<file path="src/rtl/matmul_sequencer_pkg.sv">
// Shared constants and types for the 2x2 minifloat matrix-multiply sequencer.
package matmul_sequencer_pkg;

   // Default element width: 1 sign, 3-bit exponent (bias 3), 4-bit mantissa
   localparam int unsigned EW    = 8;
   localparam int unsigned DIM   = 2;
   localparam int unsigned NELEM = DIM * DIM;

   typedef enum logic [2:0] {
      StIdle,
      StMul0,
      StMul1,
      StAdd,
      StDone
   } state_t;

   // Flat element number for [row][col], indexed by {row, col}; slice LSB is ELEM_IDX * EW
   localparam logic [NELEM-1:0][1:0] ELEM_IDX = {2'd3, 2'd2, 2'd1, 2'd0};

endpackage

</file>
<file path="src/rtl/matmul_operand_mux.sv">
// Selects A[i][n] and B[n][j] from the latched operand matrices for element k = {i, j}.
module matmul_operand_mux #(
   parameter int unsigned EW = 8
) (
   input  logic [4*EW-1:0] a_reg,
   input  logic [4*EW-1:0] b_reg,
   input  logic [1:0]      k,
   input  logic            n,
   output logic [EW-1:0]   a_op,
   output logic [EW-1:0]   b_op
);
   import matmul_sequencer_pkg::*;

   logic [1:0] a_sel;
   logic [1:0] b_sel;

   // Row of A comes from i = k[1], column of B from j = k[0]; n walks the inner dimension
   always_comb begin
      a_sel = ELEM_IDX[{k[1], n}];
      b_sel = ELEM_IDX[{n, k[0]}];
      a_op  = a_reg[int'(a_sel)*EW +: EW];
      b_op  = b_reg[int'(b_sel)*EW +: EW];
   end

endmodule

</file>
<file path="src/rtl/matmul_sequencer.sv">
// Sequences a 2x2 matrix product C = A x B through one external multiplier and one
// external adder: two multiplies and one add per element, elements in order C00..C11.
module matmul_sequencer #(
   parameter int unsigned EW = matmul_sequencer_pkg::EW
) (
   input  logic            clk,
   input  logic            rst,
   input  logic            in_valid,
   output logic            in_ready,
   input  logic [4*EW-1:0] a_mat,
   input  logic [4*EW-1:0] b_mat,
   output logic [EW-1:0]   mul_a,
   output logic [EW-1:0]   mul_b,
   input  logic [EW-1:0]   mul_p,
   output logic [EW-1:0]   add_a,
   output logic [EW-1:0]   add_b,
   input  logic [EW-1:0]   add_s,
   output logic            out_valid,
   input  logic            out_ready,
   output logic [4*EW-1:0] c_mat
);
   import matmul_sequencer_pkg::*;

   state_t          state;
   logic [1:0]      k;
   logic [EW-1:0]   p0;
   logic [EW-1:0]   p1;
   logic [4*EW-1:0] a_reg;
   logic [4*EW-1:0] b_reg;
   logic [4*EW-1:0] c_reg;
   logic [EW-1:0]   op_a;
   logic [EW-1:0]   op_b;
   logic            n_sel;

   // Inner-dimension index: 0 for the first partial product, 1 for the second
   assign n_sel = (state == StMul1);

   matmul_operand_mux #(
      .EW (EW)
   ) u_operand_mux (
      .a_reg (a_reg),
      .b_reg (b_reg),
      .k     (k),
      .n     (n_sel),
      .a_op  (op_a),
      .b_op  (op_b)
   );

   // Arithmetic unit operands are gated to zero outside the states that use them
   always_comb begin
      mul_a = '0;
      mul_b = '0;
      add_a = '0;
      add_b = '0;
      if (state == StMul0 || state == StMul1) begin
         mul_a = op_a;
         mul_b = op_b;
      end
      if (state == StAdd) begin
         add_a = p0;
         add_b = p1;
      end
   end

   // Result matrix is always visible; it only changes in the ADD state
   assign c_mat = c_reg;

   // Sequencer FSM with registered handshake outputs
   always_ff @(posedge clk) begin
      if (rst) begin
         state     <= StIdle;
         k         <= '0;
         p0        <= '0;
         p1        <= '0;
         a_reg     <= '0;
         b_reg     <= '0;
         c_reg     <= '0;
         in_ready  <= 1'b1;
         out_valid <= 1'b0;
      end else begin
         unique case (state)
            StIdle: begin
               if (in_valid && in_ready) begin
                  a_reg    <= a_mat;
                  b_reg    <= b_mat;
                  k        <= '0;
                  in_ready <= 1'b0;
                  state    <= StMul0;
               end
            end
            StMul0: begin
               p0    <= mul_p;
               state <= StMul1;
            end
            StMul1: begin
               p1    <= mul_p;
               state <= StAdd;
            end
            StAdd: begin
               c_reg[int'(ELEM_IDX[k])*EW +: EW] <= add_s;
               if (k == 2'd3) begin
                  out_valid <= 1'b1;
                  state     <= StDone;
               end else begin
                  k     <= k + 2'd1;
                  state <= StMul0;
               end
            end
            StDone: begin
               if (out_ready) begin
                  out_valid <= 1'b0;
                  in_ready  <= 1'b1;
                  state     <= StIdle;
               end
            end
            default: begin
               in_ready  <= 1'b1;
               out_valid <= 1'b0;
               state     <= StIdle;
            end
         endcase
      end
   end

endmodule

</file>
<file path="config.mk">
export PLATFORM = sky130hd
export DESIGN_NAME = matmul_sequencer
export DESIGN_NICKNAME = d
export VERILOG_FILES = /design/src/rtl/matmul_sequencer_pkg.sv /design/src/rtl/matmul_operand_mux.sv /design/src/rtl/matmul_sequencer.sv
export SDC_FILE = /design/constraint.sdc
export NUM_CORES = 1
export LEC_CHECK = 0
export BUFFER_PORTS_ARGS = -buffer_cell sky130_fd_sc_hd__buf_2
export CORE_UTILIZATION = 45
export CTS_CLUSTER_DIAMETER = 150
export DETAILED_ROUTE_END_ITERATION = 16
export PLACE_DENSITY = 0.75
export SLEW_MARGIN = 40
export SYNTH_ARGS = -nofsm -noshare
export SYNTH_HDL_FRONTEND = slang
export SYNTH_SLANG_ARGS = --single-unit
</file>
<file path="constraint.sdc">
create_clock -name clk -period 3.08 [get_ports clk]
set_input_delay 0.462 -clock clk [delete_from_list [all_inputs] [get_ports clk]]
set_output_delay 0.462 -clock clk [all_outputs]
set_load 0.05 [all_outputs]
</file>
==> impl_metrics.toml <==
[floorplanning]
start_util_pct = 46.2
io_pins = 150
die-area_sq_um = 12800
design.core.area_sq_um = 12000
row_count = 40
die_w_microns = 113
dieHeight_microns = 113

[placed_design]
placed_cells = 865
place_congestion = 0.817
dpl.hpwl_microns = 9360
io_buffers = 149
dp_worst_setup_slack_ns = 0.813

[critical_path]
cp.required_ns = 2.62
critPathLaunchType = "flip-flop"
endpoint_kind = "output pin"
worstSetupPathType = "reg2out"
cp_max_fo = 16
arrival_ns = 2.26
worst-r2r-cell-count = 5

[global_route]
grt_first_pass_wirelength_microns = 22900
grt_start_max_net_pins = 120
grtUsageTotal_pct = 22.5
grt_pass1_vias = 4573
grt_remaining_overflow = 0
met2_usage_pct = 36.2
gr-max-usage-layer = "met2"
antenna_found_initial = 0
grt_use_met3_pct = 5.36
grtUsageMet1_pct = 29.7

[route]
dr.pass1.iters = 5
vias = 4888
drc = 0
drtAntennaViolNets = 0
wl_per_cell_microns = 15.8
dr.first_iter.drc_count = 328
wirelength_microns = 14200
avgViaCountPerCell = 5.45

[clocking]
cts.sink_count = 119
cts_max_level = 4
clock_latency_ns = 0.41
hold_buffers = 0
post_cts_buffers = 0
cts_resized = 0
cts_buffers = 17
ctsLongestPathBuffers = 2
clk_pin_slew_ns = 0.06
tritoncts = "yes"
clockRootBuffer = "clkbuf_16"

[synthesis]
synth_edf_count = 0
synth_area_sq_um = 5550
ys_ff_latch = 119
syn-num-nets = 710
seq_area_frac_synth_pct = 43.0
netlist_instances = 620
synthArstFlopShare_pct = 0
ys_warn_count = 0
synthFlopType = "dfxtp_1"
synth.distinct_cells = 40
syn_area_per_cell_sq_um = 8.94

[sta]
skew_ns = 0.00573
fin_ws_ns = 0.354
slew_headroom_pct = 47.6
tightestPinTransition_ns = 0.785
setup_tns_ns = 0
holdWs_ns = 0.301
period_minus_slack_ns = 2.73
slew_viol_final = 0
setup_viol_count_final = 0
hold_viol = 0
fmax_mhz = 367
rsz0062_at_grt = "false"
fin_crit_sh_pct = 88.5

[layout]
nets = 827
syn2layout_area_growth_pct = 24.6
final_cells = 897
drive_above_1_share_pct = 27.3
n_antenna_cell = 0

[status]
outcome = "finished clean"

[min_path]
holdPathStages = 3
min_path_type = "in2reg"

[run]
maxCapViolations = 0

[power_and_ir_drop]
p_total_uw = 4280
power.density_nw_per_um2 = 620
p_leak_uw = 0.00273
peakVddDrop_mv = 0.299
[critical path, stage by stage, from the launching register on]
cell	delay, ns
dfxtp_1	0.33
buf_4	0.21
or3b_1	0.53
buf_4	0.28
o22ai_1	0.18
buf_2	0.30
[cells by family after synthesis]
group / after synthesis / synth area share, %
fa+ha+maj: 6 / 1.35
simple gates: 235 / 28.2
flops: 119 / 43.0
mux: 17 / 3.07
compound gates: 143 / 16.4
xor+xnor: 2 / 0.316
buf+inv: 98 / 7.63
[metrics by stage]
step	util [%]	cell area (sq um)
floorplan	-	5550
global placement	52.6	6320
detailed placement	52.6	6320
CTS	57.5	6910
global route	57.5	6910
finish	57.5	6910
[layout make-up]
cell class              instances  area (sq um)
well taps                     147           184
fillers                      1088          5100
inverters                      34           128
clock inverters                15           165
clock buffers                  17           425
flip-flops and latches        119          2380
multi-input cells             403          2750
repair buffers                162           875
[report_power, final]
part,switching [uW],internal (uW)
Sequential,73.4,1650
Clock,763,1200
Combinational,383,214
[final timing paths]
path | from | to | slack [ns]
min reg2reg | p1[3] | p1[3] | 0.45
max reg2reg | k[1] | c_mat[2] | 0.89
min | mul_p[1] | p1[1] | 0.30
max | state[1] | mul_b[4] | 0.35
[placed cells by master (no fill, tap or decap), types with 2 or more instances in the layout]
| master | synthesis | final |
|---|---|---|
| nand4b_1 | 64 | 64 |
| inv_6 | 0 | 5 |
| a211oi_1 | 8 | 8 |
| nand2b_1 | 74 | 74 |
| nand2_1 | 48 | 48 |
| nor2b_1 | 8 | 8 |
| inv_1 | 33 | 33 |
| bufinv_16 | 0 | 2 |
| clkinv_2 | 0 | 2 |
| mux2i_1 | 17 | 17 |
| or3b_1 | 2 | 2 |
| o32ai_1 | 32 | 32 |
| and4b_1 | 3 | 3 |
| nor2_1 | 5 | 5 |
| buf_12 | 0 | 2 |
| nand4_2 | 2 | 2 |
| buf_4 | 2 | 11 |
| o21ai_1 | 64 | 64 |
| a21oi_1 | 18 | 18 |
| a311oi_1 | 8 | 8 |
| clkinv_4 | 0 | 5 |
| and2_1 | 18 | 17 |
| nor3_1 | 4 | 4 |
| dfxtp_1 | 119 | 117 |
| dfxtp_2 | 0 | 2 |
| buf_2 | 20 | 148 |
| o22ai_1 | 8 | 8 |
| clkbuf_16 | 0 | 17 |
| ha_1 | 6 | 6 |
[cell usage after synthesis, types with 2 or more instances]
cell type | number | share of area [%]
nand2b_1 | 74 | 8.3
ha_1 | 6 | 1.4
buf_6 | 3 | 0.61
o22ai_1 | 8 | 0.90
clkbuf_1 | 37 | 2.5
buf_4 | 2 | 0.27
nor3_1 | 4 | 0.36
dfxtp_1 | 119 | 43
and2_1 | 18 | 2.0
nand2_1 | 48 | 3.2
o32ai_1 | 32 | 5.1
buf_2 | 20 | 1.8
o21ai_1 | 64 | 5.8
or3b_1 | 2 | 0.32
nand4b_1 | 64 | 10
a311oi_1 | 8 | 1.3
buf_1 | 2 | 0.14
nor2b_1 | 8 | 0.90
mux2i_1 | 17 | 3.1
a21oi_1 | 18 | 1.6
nand4_2 | 2 | 0.45
inv_1 | 33 | 2.2
nor2_1 | 5 | 0.34
a211oi_1 | 8 | 1.1
and4b_1 | 3 | 0.54
[per-layer routing]
metal	vias to the layer above	part of all wire, %	routed length [microns]
li1	2441	-	-
met1	2288	47	6680
met2	147	47	6600
met3	12	5.1	728
met4	0	1.1	160
met5	-	0	0
(Power assumes the default switching activity.)
